## src/rtl/timer_int_ctrl.sv

```systemverilog
// ============================================================================
//  Module   : timer_int_ctrl
//  Brief    : Programmable timer and interrupt source for the fetch-stage
//             redirect interface (INT_detected / INT_restore).
//  Revision : 1.0
// ============================================================================
`default_nettype none

module timer_int_ctrl #(
  parameter logic [31:0] ADDR_BASE = 32'h00007F00,
  parameter int          CNT_W     = 32
) (
  input  logic        clk,
  input  logic        reset,
  input  logic        we,
  input  logic [31:0] addr,
  input  logic [31:0] wdata,
  output logic [31:0] rdata,
  input  logic        int_ok,
  input  logic        eret,
  output logic        INT_detected,
  output logic        INT_restore,
  output logic        irq_pending
);

  localparam logic [1:0] C_SEL_CTRL   = 2'd0;
  localparam logic [1:0] C_SEL_PRESET = 2'd1;
  localparam logic [1:0] C_SEL_COUNT  = 2'd2;

  typedef enum logic [0:0] {
    IDLE    = 1'b0,
    SERVICE = 1'b1
  } state_t;

  state_t           r_state;
  logic             r_en;
  logic             r_mode;
  logic             r_im;
  logic [CNT_W-1:0] r_preset;
  logic [CNT_W-1:0] r_count;
  logic             r_pending;
  logic             r_int_detected;
  logic             r_int_restore;

  logic       w_hit;
  logic [1:0] w_sel;
  logic       w_wr_ctrl;
  logic       w_wr_preset;
  logic       w_expiry;

  assign w_hit       = (addr[31:4] == ADDR_BASE[31:4]);
  assign w_sel       = addr[3:2];
  assign w_wr_ctrl   = we && w_hit && (w_sel == C_SEL_CTRL);
  assign w_wr_preset = we && w_hit && (w_sel == C_SEL_PRESET);
  // A PRESET write reloads COUNT, so it also suppresses the 1->0 expiry.
  assign w_expiry    = r_en && !w_wr_preset && (r_count == CNT_W'(1));

  always_comb begin
    rdata = '0;
    if (w_hit) begin
      case (w_sel)
        C_SEL_CTRL:   rdata = {28'd0, r_im, 1'b0, r_mode, r_en};
        C_SEL_PRESET: rdata = 32'(r_preset);
        C_SEL_COUNT:  rdata = 32'(r_count);
        default:      rdata = '0;
      endcase
    end
  end

  always_ff @(posedge clk or posedge reset) begin
    if (reset) begin
      r_en     <= 1'b0;
      r_mode   <= 1'b0;
      r_im     <= 1'b0;
      r_preset <= '0;
      r_count  <= '0;
    end else begin
      if (w_wr_preset) begin
        r_preset <= wdata[CNT_W-1:0];
        r_count  <= wdata[CNT_W-1:0];
      end else if (r_en) begin
        if (r_count == '0) begin
          if (r_mode) r_count <= r_preset;
        end else begin
          r_count <= r_count - CNT_W'(1);
        end
      end

      if (w_wr_ctrl) begin
        r_en   <= wdata[0];
        r_mode <= wdata[1];
        r_im   <= wdata[3];
      end else if (w_expiry && !r_mode) begin
        r_en <= 1'b0;
      end
    end
  end

  always_ff @(posedge clk or posedge reset) begin
    if (reset) begin
      r_state        <= IDLE;
      r_pending      <= 1'b0;
      r_int_detected <= 1'b0;
      r_int_restore  <= 1'b0;
    end else begin
      r_int_detected <= 1'b0;
      r_int_restore  <= 1'b0;
      case (r_state)
        IDLE: begin
          if (r_pending && int_ok) begin
            r_int_detected <= 1'b1;
            r_pending      <= 1'b0;
            r_state        <= SERVICE;
          end
        end
        SERVICE: begin
          if (eret) begin
            r_int_restore <= 1'b1;
            r_state       <= IDLE;
          end
        end
        default: r_state <= IDLE;
      endcase
      // A fresh expiry wins over a delivery on the same edge.
      if (w_expiry && r_im) r_pending <= 1'b1;
    end
  end

  assign INT_detected = r_int_detected;
  assign INT_restore  = r_int_restore;
  assign irq_pending  = r_pending;

endmodule

`default_nettype wire

```

## config.mk

```make
export PLATFORM = sky130hd
export DESIGN_NAME = timer_int_ctrl
export DESIGN_NICKNAME = d
export VERILOG_FILES = /design/src/rtl/timer_int_ctrl.sv
export SDC_FILE = /design/constraint.sdc
export NUM_CORES = 1
export LEC_CHECK = 0
export ABC_AREA = 1
export CAP_MARGIN = 20
export CORE_MARGIN = 4
export CORE_UTILIZATION = 58
export DETAILED_ROUTE_END_ITERATION = 10
export DONT_BUFFER_PORTS = 1
export PLACE_DENSITY = 0.83
export SYNTH_ARGS = -nofsm -noshare
export SYNTH_HDL_FRONTEND = slang
export SYNTH_SLANG_ARGS = --single-unit
export TNS_END_PERCENT = 5
```

## constraint.sdc

```tcl
create_clock -name clk -period 1.89 [get_ports clk]
set_input_delay 0.189 -clock clk [delete_from_list [all_inputs] [get_ports clk]]
set_output_delay 0.189 -clock clk [all_outputs]
set_load 0.05 [all_outputs]
```

==> out/qor.csv, run 1 <==
metric,value,unit
outcome,"complete, no violations",
cp-end-kind,flop,
path_clk_slew,0.08,ns
io_buffer_count,0,
yosysSeqAreaShare,35.07,%
p_per_area,494.3,nW/um^2
grt_setup_unrepaired,yes,
clock_skew,0.006894,ns
yosysUniqueCellTypes,32,
drt_iter0_markers,333,
dominantRegCellSynth,dfrtp_1,
dp.cells,995,
final_max_slew_viol_count,0,
synth.net_count,900,
yosys_register_bits,71,
min_period_over_period,94.67,%
netlist_area,5066,um^2
async_flop_share,100.0,%
postCtsSetupRepairBufs,0,
worst_slew_pin_slew,0.4929,ns
root_buffer,clkbuf_8,
fin_nets,993,
grt_start_max_net_pins,72,
synth_compound_area_share,7.804,%
track_usage,33.25,%
cp_data_arrival_time,2.03,ns
start_kind,flop,
dieHeight,101.5,um
grt_pass1_vias,5777,
final_cell_mix,"nand2_1, nor2_1, buf_4",
syn_inst,829,
antenna_found_initial,0,
grt_overflow,0,
multi_input_area,2977,um^2
area_delta_synth_final,27.22,%
synth_top_family_by_area,simple AND/OR/NAND/NOR gates,
synth_edf_count,0,
slew_headroom,67.14,%
dp_hpwl,11.84,mm
drc,0,
vias,5780,
insertion_delay,0.35,ns
clkSinkCount,71,
wl,16.59,mm
cts_buffers,9,
htree_levels,3,
synth-simple-area-share,45.42,%
period_minus_slack,1.789,ns
hp-class,input pin to flop,
via_per_inst,5.601,
syn_area_per_cell,6.111,um^2
synthAdderAreaFrac,0.4939,%
tns,0,ns
leakage,3.495,nW
synth_xor_area_share,2.075,%
final_design_area_no_fill,6445,um^2
initial_core_util,60.74,%
final_common_cell,nand2_1,
cts_buffer_depth,2,
grt_pass1_wl,26.92,mm
diodes,0,
die_w,101.5,um
rrSetupSlack,0.10,ns
setup_viol,0,
hold_violations,0,
die_area,10290,um^2
firstDrtPassIters,5,
dpl_cell_area,5863,um^2
rows,33,
ant_nets,0,
synth_warnings,0,
gp_congestion,0.9742,
crit_type,flop to flop,
cts_tree,built,
ios,104,
path_max_fanout,10,
drive_gt1_share,17.91,%
ir_drop,0.0004465,V
fmax,558.9,MHz
synthMuxAreaShare,0.2223,%
fin_util,77.27,%
cp.required,2.13,ns
fin_cells,1032,
routedWlPerCell,16.07,um
regArea,1779,um^2
fill_cells,660,
core,8341,um^2
cap_viol_max_count,0,
==> path summary, 6_finish.rpt <==
| path | startpoint | endpoint | cells after the start |
|---|---|---|---|
| setup / recovery | r_count[1] | r_count[22] | 12 |
| hold / removal | wdata[17] | r_preset[17] | 2 |
| setup reg to reg | r_count[1] | r_count[22] | 12 |
| hold reg to reg | r_state | INT_restore | 2 |
| max in group asynchronous | reset | r_count[5] | 3 |
| min in group asynchronous | reset | INT_restore | 3 |
==> cells in the mapped netlist, types with 4 or more instances <==
master | count | area [um^2]
a21oi_1 | 29 | 145.1
buf_2 | 12 | 60.06
clkbuf_1 | 16 | 60.06
dfrtp_1 | 71 | 1777
inv_1 | 75 | 281.5
nand2_1 | 330 | 1239
nand3_1 | 75 | 375.4
nand4_1 | 14 | 87.58
nor2_1 | 114 | 427.9
nor2_2 | 6 | 37.54
nor3_1 | 4 | 20.02
o21ai_0 | 41 | 205.2
xnor2_1 | 6 | 52.55
xor2_1 | 6 | 52.55
==> where the power goes <==
part | leakage (nW) | switching, W | internal [W]
sequential | 0.900 | 0.0000000000602 | 0.00152
clock | 0.123 | 0.000638 | 0.000882
combinational | 2.47 | 0.0000934 | 0.0000553
==> through the flow <==
stage / worst slack (ns) / total power (W) / hold WS [ns]
global placement: 0.06094 / 0.001656 / 0.1852
CTS: 0.008277 / 0.003196 / 0.002225
finish: 0.1007 / 0.003186 / 0.008516
global route: -0.04203 / 0.003288 / 0.004411
detailed placement: -0.01261 / 0.001662 / 0.1929
floorplan: -0.1751 / 0.001636 / 0.2929
==> state kept, by name, indices dropped and copies added, names as in the netlist <==
name,count
r_count,32
INT_restore,1
INT_detected,1
r_en,1
irq_pending,1
r_state,1
r_im,1
r_mode,1
r_preset,32
==> cell families (layout without fill, tap and decap cells) <==
group | Yosys count | in the layout
AO/OA/AOI/OAI | 76 | 76
XOR/XNOR | 12 | 12
adder cells (fa/ha/maj) | 2 | 2
buffers and inverters | 110 | 208
flip-flops | 71 | 71
multiplexers | 1 | 1
AND/OR/NAND/NOR | 557 | 557
==> repair_timing <==
| action | in CTS | in global routing |
|---|---|---|
| hold endpoints to repair | 92 | 1 |
| pin swaps | 0 | 1 |
| endpoints found under the setup margin | 8 | 32 |
| gates resized for setup | 3 | 39 |
| hold buffers | 20 | 1 |
==> layer usage <==
layer	routed length (um)	share of wire [%]	vias up	track usage (%)
met1	6628	40	2691	41.86
met3	1263	7.6	61	5.441
li1	-	-	2780	-
met5	0	0	-	0
met4	617	3.7	0	15.95
met2	8075	49	248	55.63
==> final cells by class <==
cell class              count  area share, %
repair buffers            114          15.71
clock inverters             7          1.883
clock buffers               9          1.922
well taps                 105          2.038
multi-input cells         648          46.19
inverters                  78          4.659
flip-flops and latches     71          27.61
==> worst max-delay path, cell delays in order (launching register included) <==
cell,delay (ns)
dfrtp_1,0.42
inv_2,0.10
ha_4,0.15
nand2_4,0.09
inv_4,0.09
nand3_4,0.10
nor2_4,0.13
buf_4,0.22
nand2_1,0.07
nand3_1,0.08
o21ai_0,0.09
nand2_1,0.08
nand2_1,0.05
No activity file was read; power rests on OpenSTA's default activity.
==> inputs of run 2 (changes only) <==
Settings changed: CORE_UTILIZATION 58 to 65, PLACE_DENSITY 0.83 to 0.88.
Clock period 1.89 ns to 1.7 ns, I/O delays scaled along.
==> out/qor.csv, run 2 <==
metric,value,unit,change
outcome,did not finish,,
stop_stage,global routing,,
stop_error,[ERROR GRT-0232] Routing congestion too high. Check the congestion heatmap in the GUI.,,
worst-ep-kind,sequential cell input,,
cts_buffer_depth,2,,unchanged
syn_inst,829,,unchanged
htree_levels,3,,unchanged
cts_buffers,9,,unchanged
synth_area_leaders,"dfrtp_1, nand2_1, nor2_1, nand3_1, inv_1",,
die_w,96.29,um,-5.1%
synth.net_count,900,,unchanged
synth_warnings,0,,unchanged
yosysSeqAreaShare,35.07,%,unchanged
grt_start_max_net_pins,38,,
synth_top_cell_area_share,35.07,%,unchanged
async_flop_share,100.0,%,unchanged
rows,31,,-6.1%
initial_core_util,68.38,%,+7.6 points
track_usage,87.46,%,
grt-worst-endpoint,r_count[1]$_DFFE_PP0P_/D,,
dpl_cell_area,6067,um^2,+3.5%
dieHeight,96.29,um,-5.1%
dp_slack,-0.2422,ns,-0.2296 ns
synthMostInstantiatedCell,nand2_1,,
yosysUniqueCellTypes,32,,unchanged
grt_overflow,313,,
synth_edf_count,0,,unchanged
ios,104,,unchanged
syn_area_per_cell,6.111,um^2,unchanged
netlist_area,5066,um^2,unchanged
dominantRegCellSynth,dfrtp_1,,
clkSinkCount,71,,unchanged
io_buffer_count,0,,unchanged
root_buffer,clkbuf_8,,
synth_top_cells_by_count,"nand2_1, nor2_1, inv_1, nand3_1, dfrtp_1",,
gp_congestion,1.115,,+14%
yosys_register_bits,71,,unchanged
synth_area_leader_cell,dfrtp_1,,
dp_hpwl,12.39,mm,+4.6%
[run 2: cell counts after synthesis]
No cell type changed its count.
[run 2: through the flow]
| step | TNS [ns] | util (%) | cells | hold slack, ns |
|---|---|---|---|---|
| after CTS | -0.9350 | 93.84 | 1074 | 0.001438 |
| after detailed placement | -2.984 | 81.90 | 1009 | 0.1910 |
| after global placement | -0.5697 | 81.90 | 1009 | 0.1751 |
| after floorplan | -23.88 | - | 829 | 0.2739 |
[run 2: what timing repair did]
| item | in CTS |
|---|---|
| pin swaps | 17 |
| setup endpoints to repair | 32 |
| gates resized for setup | 66 |
| endpoints found under the hold margin | 101 |
| gates cloned | 1 |
| buffers inserted | 18 |
| hold buffers | 31 |
[run 2: kinds of logic after synthesis]
logic type               count (synthesis)  synth area share [%]
XOR/XNOR                                12                 2.075
AO/OA/AOI/OAI                           76                 7.805
adder cells (fa/ha/maj)                  2                0.4939
buffers and inverters                  110                 8.916
flip-flops                              71                 35.07
multiplexers                             1                0.2223
AND/OR/NAND/NOR                        557                 45.42
[run 2: metal layers]
metal / overflow / track usage [%]
met5: 5 / 33.93
met4: 98 / 96.56
met3: 1 / 70.99
met2: 205 / 107.2
met1: 4 / 81.51
==> inputs of run 3 (changes only) <==
Settings changed: CORE_UTILIZATION 65 to 40, PLACE_DENSITY 0.88 to unset, PLACE_DENSITY_LB_ADDON set to 0.15.
==> out/qor.csv, run 3 (synthesis gave the netlist of run 1 again) <==
metric,value,unit,change
rr_worst_depth,13,,
hp-class,input pin to flop,,
cts_buffers,9,,unchanged
crit_top_cell,nand2_1,,
regArea,1779,um^2,
setup_viol,30,,
busiest_layer,met2,,
grt_overflow,0,,
cap_viol_max_count,0,,
whs_endpoint,r_preset[12],,
multi_input_area,3168,um^2,
via_per_inst,5.091,,
fill_cells,1136,,
area_delta_synth_final,50.58,%,
outcome,"finished, violations left",,
ios,104,,unchanged
drc,0,,
critPathBufInv,2,,
hold_path_depth,2,,
firstDrtPassIters,5,,
gp_congestion,0.9402,,-16%
dieHeight,120.5,um,+25%
hp-start,wdata[12],,
worst_slew_pin_slew,0.5107,ns,
fmax,568.3,MHz,
violations,negative setup slack,,
final_cell_mix,"nand2_1, buf_4, nor2_1",,
cp_top_family,simple AND/OR/NAND/NOR gates,,
die_area,14530,um^2,
clock_skew,0.006716,ns,
grt_pass1_wl,29.64,mm,
reg_top3,"r_count (32), r_preset (32)",,
antenna_found_initial,0,,
slew_headroom,65.96,%,
crit_type,flop to flop,,
die_w,120.5,um,+25%
p_per_area,494.6,nW/um^2,
clkSinkCount,71,,unchanged
track_usage,25.79,%,
min_period_over_period,103.5,%,
cts_tree,built,,
reg2reg_to,r_count[0],,
start_kind,flop,,
io_buffer_count,0,,unchanged
final_common_cell,nand2_1,,
ant_nets,0,,
cts_buffer_depth,2,,unchanged
r2r-start,r_count[4],,
tns,-0.8308,ns,
hold_violations,0,,
final_max_slew_viol_count,0,,
period_minus_slack,1.760,ns,
leakage,3.969,nW,
path_max_fanout,6,,
dp_slack,-0.1972,ns,+0.04504 ns
root_buffer,clkbuf_16,,
grt_setup_unrepaired,yes,,
drt_iter0_markers,435,,
startpoint,r_count[4],,
cpPeakStageDelay,0.42,ns,
fin_util,62.47,%,
final_design_area_no_fill,7629,um^2,
rows,40,,+29%
grt_pass1_vias,5982,,
path_clk_slew,0.06,ns,
insertion_delay,0.34,ns,
fin_ws,-0.05966,ns,
use_met3,4.490,%,
routedWlPerCell,15.63,um,
htree_levels,3,,unchanged
diodes,0,,
rrSetupSlack,-0.06,ns,
grt_use_met2,43.80,%,
path_cells,"nor2_2, nand2_2, buf_4, nor2_4, nand2_2, nor2_4, buf_6, nand2_1, o21ai_1, nand2_1, o21ai_1, nand2_1, nand2_1",,
core,12210,um^2,
dp.cells,1102,,+9.2%
use_met1,32.95,%,
drive_gt1_share,26.87,%,
fin_cells,1158,,
ir_drop,0.0004184,V,
initial_core_util,41.49,%,-27 points
dp_hpwl,12.73,mm,+2.8%
dpl_cell_area,6634,um^2,+9.3%
crit_slowest_cell,dfrtp_1,,
cp_data_arrival_time,2.05,ns,
fin_nets,1056,,
wl,18.11,mm,
cp-end-kind,flop,,
grt_start_max_net_pins,37,,
vias,5895,,
cp.required,1.99,ns,
-- run 3: final cells by class --
| type | instances | area share, % |
|---|---|---|
| multi-input combinational | 648 | 41.53 |
| timing repair buffer | 175 | 23.93 |
| sequential | 71 | 23.32 |
| inverter | 78 | 4.035 |
| clock buffer | 12 | 3.231 |
| tap | 168 | 2.755 |
| timing repair inverter | 2 | 0.6069 |
| clock inverter | 4 | 0.5905 |
-- run 3: worst max-delay path by stage --
stage                  end  cells after the start
2_1_floorplan    rdata[10]                      7
3_3_place_gp    r_count[1]                     13
3_5_place_dp    r_count[1]                     13
4_1_cts        r_count[21]                     12
5_1_grt        r_count[22]                     12
6_report        r_count[0]                     13
-- run 3: routing by layer --
metal	wire, um	share of wire [%]
met3	1037	5.7
met4	434	2.4
met5	0	0
met1	7959	44
met2	8674	48
-- run 3: where the power goes --
part / internal (W) / total, W / switching (W)
logic: 0.0000712 / 0.000184 / 0.000112
clock network: 0.00117 / 0.00190 / 0.000730
registers: 0.00169 / 0.00169 / 0.0000000000585
-- run 3: per-stage QoR --
step	hold slack, ns	power (W)
after global routing	0.01980	0.003902
after global placement	0.09618	0.001854
final	0.005882	0.003773
after floorplan	0.2739	0.001822
after CTS	0.004361	0.003798
after detailed placement	0.09984	0.001858
-- run 3: repair_timing --
action / CTS / global route
buffers inserted: 10 / 3
endpoints found under the setup margin: 32 / 37
pin swaps: 16 / 16
gates cloned: 5 / 0
hold endpoints to repair: 43 / 0
hold buffers: 23 / 0
gates resized for setup: 52 / 43
==> inputs of run 4 (changes only) <==
Settings changed: SETUP_SLACK_MARGIN set to 0.4.
==> out/qor.csv, run 4 (synthesis gave the netlist of run 1 again) <==
metric,value,unit,change
gp_congestion,0.9477,,+0.80%
drt-met1-wl,7.661,mm,-3.7%
cp-end-kind,flop,,
cap_viol_max_count,0,,unchanged
dp_hpwl,13.04,mm,+2.4%
ant_nets,0,,unchanged
final_design_area_no_fill,8198,um^2,+7.5%
fin_nets,1049,,-0.66%
fmax,563.3,MHz,-0.88%
path_cells,"nor2_2, nand2_1, nor2_4, nand2_4, buf_6, nor2_4, buf_6, nand2_1, o21ai_1, nand2_1, o21ai_1, nand2_1, nand2_1",,
grt_setup_unrepaired,yes,,
grt_start_max_net_pins,66,,+78%
leakage,3.968,nW,about the same
violations,negative setup slack,,
antenna_found_initial,0,,unchanged
initial_core_util,41.49,%,unchanged
outcome,"finished, violations left",,
cts_buffers,9,,unchanged
grt_pass1_vias,5875,,-1.8%
sw_frac_of_total,22.76,%,+0.44 points
track_usage,25.42,%,-0.37 points
die_area,14530,um^2,unchanged
ios,104,,unchanged
cpPeakStageDelay,0.43,ns,about the same
area_delta_synth_final,61.82,%,
final_cell_mix,"nand2_1, nor2_1, buf_4",,
routed.top_layer,met4,,
diodes,0,,unchanged
p_per_area,463.3,nW/um^2,-6.3%
min_period_over_period,104.4,%,+0.92 points
path_max_fanout,6,,unchanged
setup_viol,33,,+10%
crit_type,flop to flop,,
met3_length,1.066,mm,+2.8%
root_buffer,clkbuf_16,,
final_max_slew_viol_count,0,,unchanged
p_comb_share,5.4,%,+0.5 points
path_clk_slew,0.06,ns,about the same
clkSinkCount,71,,unchanged
grt_pass1_wl,29.36,mm,-0.93%
power.share.clock,50.1,%,-0.2 points
p_int,0.002934,W,about the same
routedWlPerCell,15.84,um,+1.3%
drive_gt1_share,31.54,%,+4.7 points
crit_slowest_cell,dfrtp_1,,
clock_skew,0.005800,ns,-0.0009153 ns
hp-start,wdata[9],,
htree_levels,3,,unchanged
fin_ws,-0.07527,ns,-0.01561 ns
slew_headroom,66.51,%,+0.55 points
drc,0,,unchanged
io_buffer_count,0,,unchanged
cp_top_family,simple AND/OR/NAND/NOR gates,,
start_kind,flop,,
fin_util,67.13,%,+4.7 points
via_per_inst,5.123,,+0.63%
seq_power_share,44.5,%,-0.3 points
dpl_cell_area,6789,um^2,+2.3%
hp-class,input pin to flop,,
hold_violations,0,,unchanged
startpoint,r_count[23],,
worst_slew_pin_slew,0.5024,ns,-0.008278 ns
wl,18.24,mm,+0.73%
die_w,120.5,um,unchanged
firstDrtPassIters,5,,unchanged
cts_buffer_depth,2,,unchanged
period_minus_slack,1.775,ns,+0.01561 ns
reg_top3,"r_count (32), r_preset (32)",,
insertion_delay,0.34,ns,about the same
wl_met2,9.066,mm,+4.5%
ir_drop,0.0006737,V,+61%
vias,5896,,+0.017%
drt_iter0_markers,572,,+31%
rows,40,,unchanged
critPathBufInv,2,,unchanged
cts_tree,built,,
cp.required,1.99,ns,about the same
power_switching,0.0008645,W,+2.6%
crit_top_cell,nand2_1,,
dieHeight,120.5,um,unchanged
final_common_cell,nand2_1,,
core,12210,um^2,unchanged
r2r-start,r_count[23],,
cp_data_arrival_time,2.06,ns,about the same
grt_overflow,0,,unchanged
run 4: path summary, 6_finish.rpt:
| kind | endpoint | slack, ns | cells past startpoint |
|---|---|---|---|
| max | r_count[1] | -0.08 | 13 |
| min | r_preset[9] | 0.001 | 2 |
| max reg2reg | r_count[1] | -0.08 | 13 |
| min reg2reg | INT_restore | 0.47 | 2 |
| max in group asynchronous | r_count[11] | 0.85 | 3 |
| min in group asynchronous | r_preset[29] | 0.22 | 2 |
run 4: repair_timing:
action	CTS	global route
gates cloned	2	0
setup endpoints to repair	66	66
endpoints found under the hold margin	95	0
hold buffers	22	0
resized for setup	116	78
setup buffers	11	1
pin swaps	73	58
run 4: power by group through the flow:
stage                     Clock (W)  Sequential (W)  Combinational [W]
after floorplan                   0         0.00172           0.000111
final                       0.00190         0.00169           0.000204
after detailed placement          0         0.00172           0.000138
after global placement            0         0.00172           0.000135
after global routing        0.00201         0.00169           0.000223
after CTS                   0.00192         0.00169           0.000193
run 4: layout make-up:
cell class | instances | area, um^2
Inverter | 78 | 314.1
Clock inverter | 4 | 45.04
Tap cell | 168 | 210.2
Multi-Input combinational cell | 648 | 3643
Fill cell | 1055 | 4014
Sequential cell | 71 | 1778
Timing Repair Buffer | 170 | 1961
Clock buffer | 12 | 246.5
run 4: metal layers:
layer | global-route usage (%) | vias to the layer above
li1 | - | 2907
met1 | 33.40 | 2765
met2 | 42.89 | 194
met3 | 3.976 | 30
met4 | 8.215 | 0
met5 | 0 | -
run 4: per-stage QoR:
| stage | worst slack [ns] | hold slack [ns] | power, W | TNS, ns | cells |
|---|---|---|---|---|---|
| floorplan | -0.06128 | 0.2739 | 0.001832 | -0.5003 | 829 |
| global placement | -0.1145 | -0.03800 | 0.001856 | -2.784 | 1099 |
| detailed placement | -0.1619 | -0.03191 | 0.001859 | -4.592 | 1099 |
| CTS | -0.03564 | 0.002117 | 0.003808 | -0.5023 | 1150 |
| global route | -0.1982 | 0.009843 | 0.003920 | -5.078 | 1151 |
| finish | -0.07527 | 0.001013 | 0.003798 | -1.394 | 1151 |
